**config.mk**
```make
export PLATFORM = sky130hd
export DESIGN_NAME = if_stage
export DESIGN_NICKNAME = d
export VERILOG_FILES = /design/src/rtl/primus_core_pkg.sv /design/src/rtl/if_stage_fetch_fifo.sv /design/src/rtl/if_stage.sv
export SDC_FILE = /design/constraint.sdc
export NUM_CORES = 1
export LEC_CHECK = 0
export ABC_AREA = 0
export BUFFER_PORTS_ARGS = -buffer_cell sky130_fd_sc_hd__buf_4
export CORE_AREA = 2 2 270 165
export CTS_CLUSTER_DIAMETER = 30
export DETAILED_ROUTE_END_ITERATION = 10
export DIE_AREA = 0 0 272 167
export SETUP_SLACK_MARGIN = 0.2
export SLEW_MARGIN = 5
export SYNTH_ARGS = -nofsm -noshare
export SYNTH_HDL_FRONTEND = slang
export SYNTH_HIERARCHICAL = 1
export SYNTH_SLANG_ARGS = --single-unit
export TNS_END_PERCENT = 1
```
**constraint.sdc**
```tcl
create_clock -name clk_i -period 4.01 [get_ports clk_i]
set_clock_uncertainty 0.1 [all_clocks]
set_input_delay 0.802 -clock clk_i [delete_from_list [all_inputs] [get_ports clk_i]]
set_output_delay 0.802 -clock clk_i [all_outputs]
set_load 0.02 [all_outputs]
```
**src/rtl/primus_core_pkg.sv**
```systemverilog
// Shared types and constants for the primus core front end.
package primus_core_pkg;

  localparam logic [31:0] NOP_INSTR        = 32'h0000_0013;
  localparam logic [31:0] RESET_PC_DEFAULT = 32'h0000_0000;

  typedef struct packed {
    logic [31:0] pc;
    logic [31:0] instr;
  } fetch_entry_t;

endpackage

```
**src/rtl/if_stage_fetch_fifo.sv**
```systemverilog
// Fetch buffer: synchronous FIFO of fetch entries with flush; the head is read
// combinationally from registered storage.
module fetch_fifo
  import primus_core_pkg::*;
#(
  parameter int DEPTH = 4,
  localparam int AW = $clog2(DEPTH),
  localparam int CW = AW + 1
) (
  input  logic         clk_i,
  input  logic         rst_i,
  input  logic         push_i,
  input  fetch_entry_t push_entry_i,
  input  logic         pop_i,
  input  logic         flush_i,
  output logic [CW-1:0] occ_o,
  output fetch_entry_t head_o
);

  fetch_entry_t mem_q [DEPTH];
  logic [AW-1:0] rd_q, rd_d, wr_q, wr_d;
  logic [CW-1:0] occ_q, occ_d;
  logic full, empty, do_push, do_pop;

  assign full    = (occ_q == CW'(DEPTH));
  assign empty   = (occ_q == '0);
  // A push into a full buffer is only legal when the head leaves the same cycle.
  assign do_push = push_i && !flush_i && (!full || pop_i);
  assign do_pop  = pop_i && !flush_i && !empty;

  always_comb begin
    rd_d  = rd_q;
    wr_d  = wr_q;
    occ_d = occ_q;
    if (flush_i) begin
      rd_d  = '0;
      wr_d  = '0;
      occ_d = '0;
    end else begin
      if (do_push) wr_d = wr_q + AW'(1);
      if (do_pop)  rd_d = rd_q + AW'(1);
      occ_d = occ_q + CW'(do_push) - CW'(do_pop);
    end
  end

  always_ff @(posedge clk_i) begin
    if (rst_i) begin
      rd_q  <= '0;
      wr_q  <= '0;
      occ_q <= '0;
    end else begin
      rd_q  <= rd_d;
      wr_q  <= wr_d;
      occ_q <= occ_d;
    end
  end

  always_ff @(posedge clk_i) begin
    if (!rst_i && do_push) mem_q[wr_q] <= push_entry_i;
  end

  assign occ_o  = occ_q;
  assign head_o = mem_q[rd_q];

endmodule

```
**src/rtl/if_stage.sv**
```systemverilog
// Instruction-fetch stage: PC, credit-limited request issue, stale-response
// dropping after redirects, and the fetch buffer feeding ID.
module if_stage
  import primus_core_pkg::*;
#(
  parameter logic [31:0] RESET_PC   = RESET_PC_DEFAULT,
  parameter int          FIFO_DEPTH = 4
) (
  input  logic        clk_i,
  input  logic        rst_i,
  output logic        imem_req_o,
  output logic [31:0] imem_addr_o,
  input  logic        imem_gnt_i,
  input  logic        imem_rvalid_i,
  input  logic [31:0] imem_rdata_i,
  input  logic        redirect_i,
  input  logic [31:0] redirect_pc_i,
  input  logic        stall_i,
  output logic        if_valid_o,
  output logic [31:0] instr_o,
  output logic [31:0] pc_o,
  output logic [31:0] npc_o
);

  localparam int CW = $clog2(FIFO_DEPTH) + 1;

  logic [31:0]   fetch_pc_q, fetch_pc_d, rsp_pc_q, rsp_pc_d;
  logic [CW-1:0] inflight_q, inflight_d, drop_q, drop_d, occ;
  logic [CW:0]   used;
  logic          fire, rv, push, pop;
  fetch_entry_t  head, push_entry;

  assign used        = (CW+1)'(occ) + (CW+1)'(inflight_q);
  assign imem_req_o  = !rst_i && !redirect_i && (used < (CW+1)'(FIFO_DEPTH));
  assign imem_addr_o = fetch_pc_q;
  assign fire        = imem_req_o && imem_gnt_i;
  assign rv          = imem_rvalid_i && (inflight_q != '0);
  assign if_valid_o  = (occ != '0);
  assign push_entry  = '{pc: rsp_pc_q, instr: imem_rdata_i};

  always_comb begin
    fetch_pc_d = fetch_pc_q;
    rsp_pc_d   = rsp_pc_q;
    inflight_d = inflight_q + CW'(fire) - CW'(rv);
    drop_d     = drop_q;
    push       = 1'b0;
    pop        = 1'b0;
    if (redirect_i) begin
      fetch_pc_d = redirect_pc_i & 32'hFFFF_FFFC;
      rsp_pc_d   = redirect_pc_i & 32'hFFFF_FFFC;
      // Every request still outstanding after this cycle belongs to the old
      // path, including any already marked for dropping.
      drop_d     = inflight_q - CW'(rv);
    end else begin
      if (fire) fetch_pc_d = fetch_pc_q + 32'd4;
      if (rv) begin
        if (drop_q != '0) begin
          drop_d = drop_q - CW'(1);
        end else begin
          push     = 1'b1;
          rsp_pc_d = rsp_pc_q + 32'd4;
        end
      end
      pop = if_valid_o && !stall_i;
    end
  end

  always_ff @(posedge clk_i) begin
    if (rst_i) begin
      fetch_pc_q <= RESET_PC;
      rsp_pc_q   <= RESET_PC;
      inflight_q <= '0;
      drop_q     <= '0;
    end else begin
      fetch_pc_q <= fetch_pc_d;
      rsp_pc_q   <= rsp_pc_d;
      inflight_q <= inflight_d;
      drop_q     <= drop_d;
    end
  end

  fetch_fifo #(.DEPTH(FIFO_DEPTH)) u_fifo (
    .clk_i       (clk_i),
    .rst_i       (rst_i),
    .push_i      (push),
    .push_entry_i(push_entry),
    .pop_i       (pop),
    .flush_i     (redirect_i),
    .occ_o       (occ),
    .head_o      (head)
  );

  // With nothing buffered, pc_o shows the PC the next instruction will carry.
  assign instr_o = if_valid_o ? head.instr : NOP_INSTR;
  assign pc_o    = if_valid_o ? head.pc : rsp_pc_q;
  assign npc_o   = pc_o + 32'd4;

endmodule

```
==> results of run 1 <==
[power by group through the flow]
stage | Clock, uW | Combinational, uW | Sequential (uW)
5_1_grt | 5410 | 929 | 3890
3_5_place_dp | 0 | 837 | 3950
3_3_place_gp | 0 | 826 | 3950
4_1_cts | 5230 | 849 | 3880
6_report | 5130 | 845 | 3880
2_1_floorplan | 0 | 486 | 3950
[repair_timing]
action / in CTS / in global routing
pin swaps: 10 / 6
gates cloned: 1 / 0
endpoints found under the setup margin: 26 / 27
resized for setup: 29 / 12
setup buffers: 10 / 0
[metrics by stage]
stage          total power (uW)   util  setup slack (ns)
2_1_floorplan              4430      -             0.118
3_3_place_gp               4770  0.402             0.242
3_5_place_dp               4790  0.402             0.161
4_1_cts                    9960  0.457            -0.221
5_1_grt                   10200  0.459            -0.342
6_report                   9860  0.459            -0.231
[sequential cells by signal, summed over array words and instances (netlist names), named ones only]
register	count
drop_q	3
imem_addr_o	30
inflight_q	3
rsp_pc_q	30
u_fifo/mem_q	256
u_fifo/occ_o	3
u_fifo/rd_q	2
u_fifo/wr_q	2
[path summary, 6_finish.rpt]
path         cells past startpoint                         from                             to  slack (ns)
max                             10                         flop                      npc_o[26]       -0.23
min                              1             imem_rdata_i[15]  u_fifo/mem_q[3][15]$_DFFE_PP_        0.32
max reg2reg                     14       drop_q[0]$_SDFFE_PP0P_     u_fifo/occ_o[2]$_SDFF_PP0_        0.84
min reg2reg                      2  u_fifo/rd_q[1]$_SDFFE_PP0P_                           flop        0.37
[synth_stat cells, types with 6 or more instances]
cell type / number
edfxtp_1: 256
nand2_1: 104
dfxtp_1: 75
mux4_2: 64
nor2_1: 48
and2_1: 44
xnor2_1: 40
clkbuf_1: 35
inv_1: 32
nand3_1: 30
a31oi_1: 27
nand4_1: 26
nor3_1: 26
xor2_1: 26
a21oi_1: 23
o21ai_0: 19
a211oi_1: 18
and3_1: 18
ha_1: 17
a21boi_0: 15
buf_2: 13
nor4_1: 12
or3_1: 11
mux2i_1: 10
or4_1: 8
buf_6: 7
o21a_1: 7
and4_1: 6
buf_1: 6
nand2b_1: 6
[final cells by class]
class / instances / area share
sequential: 331 / 0.468
multi-input combinational: 668 / 0.278
timing repair buffer: 250 / 0.105
clock buffer: 62 / 0.0767
tap: 579 / 0.0368
clock inverter: 51 / 0.0296
inverter: 33 / 0.00630
[per-layer routing]
metal  vias up  part of all wire
met1      5113              0.46
met4         0             0.019
met2       386              0.43
li1       4684                 -
met3        66             0.092
met5         -                 0
[logic make-up (layout without fill, tap and decap cells)]
family | count (synthesis) | count (layout) | share of synthesized area
AO/OA/AOI/OAI | 137 | 137 | 0.0612
XOR/XNOR | 66 | 66 | 0.0388
adder cells (fa/ha/maj) | 19 | 19 | 0.0170
buffers and inverters | 100 | 396 | 0.0310
flip-flops | 331 | 331 | 0.617
multiplexers | 78 | 78 | 0.107
other | 1 | 10 | 0.000252
AND/OR/NAND/NOR | 358 | 358 | 0.128
==> flow_summary_export.csv, run 1 <==
group,metric,value,unit
run_status,outcome,"complete, but fails checks",
run_status,failed_checks,"negative setup slack",
yosys,netlist.area_leader.share,0.516,
placement,dpl.cell_count,1850,
finish,syn2layout_area_growth,32.2,%
timing,setup_viol,14,
timing,tightestPinTransition,0.722,ns
grt,grt_antenna_before_repair,0,
timing,slew_violations,0,
finish,stdcell_area,0.0197,mm2
cts,cts_tree,"built",
pwr,clockPowerShare,0.521,
yosys,ys_ff_latch,331,
setup_path,crit_arrival,3.34,ns
grt,top_usage_layer,"met1",
detailed_routing,via_count,10200,
setup_path,startpoint_type,"flop",
grt,met1_usage,0.252,
setup_path,path_buf_inv,4,
cts,h-tree-depth,2,
detailed_routing,drtIter0Drc,841,
grt,grt_max_degree,65,
timing,slew_headroom,0.515,
timing,fin_ws,-0.231,ns
pwr,p_comb_frac,0.086,
cts,clock_path_buffers,3,
yosys,syn_area,0.0149,mm2
grt,overflow,0,
detailed_routing,drt-total-wl,39300,um
timing,period_minus_slack,4.24,ns
yosys,synth_top_flop_cell,"edfxtp_1",
finish,final_nets,1433,
finish,drive_above_1_share,0.336,
floorplanning,core_area,0.0429,mm2
yosys,synth_edf_count,256,
timing,whs,0.319,ns
pwr,sw_frac_of_total,0.254,
floorplanning,start_util,0.347,
pwr,pwr-share-seq,0.394,
cts,path_clk_slew,0.06,ns
yosys,synth_cell_types,60,
floorplanning,die_y,167,um
cts,cts.sink_count,331,
setup_path,worstSetupPathType,"reg2out",
finish,n_fill_cell,3801,
setup_path,cp.required,3.11,ns
pwr,switchingPower,2500,uW
placement,globalplace.congestion,0.873,
floorplanning,die_area,0.0454,mm2
grt,grt_pass1_vias,10200,
floorplanning,io_pins,200,
placement,dp_hpwl,25800,um
yosys,yosysSeqAreaShare,0.617,
detailed_routing,detail_route.vias_per_cell,5.19,
pwr,vdd_drop_max,0.333,mV
placement,post_dp_cell_area,0.0172,mm2
detailed_routing,detail_route.wl_per_cell,19.9,um
yosys,synthCells,1090,
grt,grt_pass1_wl,60400,um
placement,io_buffer_count,195,
pwr,cellLeakagePower,0.00706,uW
finish,final_common_cell,"edfxtp_1",
finish,final_cell_mix,"edfxtp_1 (256), buf_4 (233), nand2_1 (101)",
finish,multi_input_comb_area,0.00547,mm2
floorplanning,rows,59,
pwr,p_int,7350,uW
cts,clockRootBuffer,"clkbuf_16",
cts,cts_hold_repair.buffers,0,
detailed_routing,drt_first_pass_iters,5,
detailed_routing,drt.antenna.violating_nets,0,
job,maxCapViolCount,0,
cts,clock_latency,0.59,ns
yosys,async_flop_share,0,
finish,ff_latch_area,0.00921,mm2
setup_path,critical_path.slowest_cell,"or4_4",
yosys,avgSynthCellArea,13.7,um2
hold_path,hold_class,"in2reg",
yosys,ys_top_cells_by_area,"edfxtp_1 (52%), dfxtp_1 (10%), mux4_2 (9.7%), nand2_1 (2.6%), xnor2_1 (2.4%)",
timing,fin_tns_setup,-2.04,ns
detailed_routing,post-route-drc-count,0,
setup_path,cp_max_fo,7,
timing,hold_viol,0,
pwr,power_density,501,mW/mm2
grt,gr-usage-met2,0.248,
setup_path,cp_cell_sequence,"buf_12 > mux4_2 > nand3_2 > or4_4 > a221o_1 > buf_4 > buf_6 > nor4b_4 > xor2_1 > buf_4",
setup_path,crit_top_cell,"buf_4",
setup_path,slowest_delay,0.54,ns
finish,stdcell_count,1974,
setup_path,worstSetupEndpointType,"output pin",
timing,rsz0062_at_grt,"yes",
timing,fmax,0.236,GHz
finish,antenna_cells,0,
timing,timing.final.crit_share,1.06,
grt,use_met3,0.0495,
cts,cts_buffers,60,
setup_path,path_delay_family,"simple AND/OR/NAND/NOR gates",
floorplanning,die_x,272,um
yosys,synth_top_area_cell,"edfxtp_1",
yosys,ys_warn_count,6,
grt,track_usage,0.172,
Power figures use the tool's default switching activity.
==> run 2: changes to the inputs <==
Settings changed: CORE_AREA 2 2 270 165 to 2 2 222 137, DIE_AREA 0 0 272 167 to 0 0 224 139, PLACE_DENSITY set to 0.75, SLEW_MARGIN 5 to not set.
==> run 2 against run 1 <==
  * The run still ends with negative setup slack left
  * First-iteration DRC count grew 28%
  * Power shrank 6.6%
  * Utilization grew 19 points
  * Register-to-register slack gained 0.07 ns
  * Non-clock buffer count shrank 7
  * Sequential share of layout area grew 1.8 points
  * Critical endpoint is now npc_o[29]
  * Largest cell class unchanged
  * Largest power group unchanged
==> flow_summary_export.csv, run 2 (same netlist as run 1, synthesis figures left out) <==
group,metric,value,unit
hold_path,hold_class,"in2reg",
floorplanning,die_y,139,um
pwr,power_density,486,mW/mm2
timing,fmax,0.239,GHz
setup_path,slowest_delay,0.50,ns
floorplanning,die_area,0.0311,mm2
detailed_routing,via_count,10300,
grt,grt_max_degree,65,
grt,track_usage,0.235,
pwr,vdd_drop_max,0.405,mV
timing,slew_violations,0,
setup_path,path_buf_inv,3,
detailed_routing,post-route-drc-count,0,
job,maxCapViolCount,0,
detailed_routing,detail_route.wl_per_cell,21.0,um
placement,dp_hpwl,24000,um
detailed_routing,detail_route.vias_per_cell,5.86,
finish,antenna_cells,0,
grt,grt_pass1_vias,9837,
finish,final_common_cell,"edfxtp_1",
timing,tightestPinTransition,1.12,ns
detailed_routing,drtIter0Drc,1078,
timing,setup_viol,12,
finish,syn2layout_area_growth,27.4,%
cts,cts_buffers,51,
cts,cts_hold_repair.buffers,0,
grt,overflow,0,
placement,dpl.cell_count,1649,
timing,timing.final.crit_share,1.04,
cts,path_clk_slew,0.06,ns
timing,fin_ws,-0.169,ns
finish,stdcell_count,1753,
setup_path,startpoint_type,"flop",
finish,largest_reg_flops,256,
setup_path,worstSetupEndpointType,"output pin",
setup_path,critical_path.slowest_cell,"or4_4",
placement,post_dp_cell_area,0.0170,mm2
cts,clock_path_buffers,3,
floorplanning,core_area,0.0292,mm2
detailed_routing,drt-total-wl,36900,um
floorplanning,io_pins,200,
cts,h-tree-depth,2,
timing,whs,0.345,ns
floorplanning,start_util,0.509,
setup_path,cp_cell_sequence,"buf_8 > mux4_2 > nand3_2 > or4_4 > a221o_2 > buf_6 > nor3_2 > xor2_1 > buf_4",
finish,final_nets,1417,
finish,utilization,0.648,
timing,rsz0062_at_grt,"yes",
grt,grt_antenna_before_repair,0,
timing,period_minus_slack,4.18,ns
cts,cts_tree,"built",
grt,grt_pass1_wl,56500,um
pwr,cellLeakagePower,0.00686,uW
cts,clock_latency,0.56,ns
floorplanning,die_x,224,um
placement,globalplace.congestion,0.923,
run_status,outcome,"complete, but fails checks",
placement,io_buffer_count,195,
cts,cts.sink_count,331,
setup_path,crit_arrival,3.28,ns
detailed_routing,drt.antenna.violating_nets,0,
finish,final_cell_mix,"edfxtp_1 (256), buf_4 (229), nand2_1 (101)",
setup_path,cp.required,3.11,ns
setup_path,worstSetupPathType,"reg2out",
finish,largest_register,"u_fifo/mem_q",
detailed_routing,drt_first_pass_iters,6,
finish,drive_above_1_share,0.326,
floorplanning,rows,49,
timing,hold_viol,0,
setup_path,path_delay_family,"simple AND/OR/NAND/NOR gates",
finish,stdcell_area,0.0190,mm2
setup_path,cp_max_fo,5,
run_status,failed_checks,"negative setup slack",
timing,slew_headroom,0.248,
cts,clockRootBuffer,"clkbuf_16",
[run 2: changes by cell type in the layout (fill, tap and decap cells not counted), sizes merged]
cell / before / now
clkinvlp: 9 / 4
inv: 49 / 54
clkbuf: 62 / 54
clkinv: 20 / 15
bufinv: 6 / 2
buf: 250 / 243
[run 2: final timing paths]
kind	endpoint	slack [ns]	depth (start not counted)	startpoint
setup / recovery	npc_o[29]	-0.17	9	flop
hold / removal	u_fifo/mem_q[2][25]$_DFFE_PP_	0.34	1	imem_rdata_i[25]
setup reg to reg	u_fifo/occ_o[2]$_SDFF_PP0_	0.91	14	drop_q[0]$_SDFFE_PP0P_
hold reg to reg	u_fifo/wr_q[1]$_SDFFE_PP0P_	0.40	2	u_fifo/wr_q[1]$_SDFFE_PP0P_
[run 2: power by group]
part / internal, uW / total, uW / switching (uW)
logic: 360 / 844 / 484
clock network: 2670 / 4480 / 1820
registers: 3780 / 3880 / 96.4
[run 2: timing repair]
item                       CTS  global route
setup endpoints to repair   23            24
buffers inserted             8             0
resized for setup           24             7
pin swaps                   12             2
cloned                       0             0
[run 2: area by class of cell]
| class | instances | area, um2 |
|---|---|---|
| Multi-Input combinational cell | 668 | 5410 |
| Clock inverter | 42 | 462 |
| Tap cell | 382 | 478 |
| Inverter | 33 | 126 |
| Fill cell | 2138 | 10300 |
| Clock buffer | 54 | 1330 |
| Sequential cell | 331 | 9200 |
| Timing Repair Buffer | 243 | 1950 |
[run 2: routing by layer]
| metal | global-route usage | share of wire | vias to the layer above |
|---|---|---|---|
| met5 | 0 | 0 | - |
| met4 | 0.0512 | 0.014 | 0 |
| met3 | 0.0714 | 0.11 | 49 |
| met2 | 0.347 | 0.45 | 467 |
| met1 | 0.344 | 0.43 | 5113 |
| li1 | - | - | 4652 |
[run 2: through the flow]
step / worst slack (ns) / setup TNS (ns) / power, uW
6_report: -0.169 / -1.05 / 9210
5_1_grt: -0.247 / -2.78 / 9530
4_1_cts: -0.176 / -1.21 / 9290
3_5_place_dp: 0.0942 / 0 / 4780
3_3_place_gp: 0.198 / 0 / 4760
2_1_floorplan: 0.118 / 0 / 4430
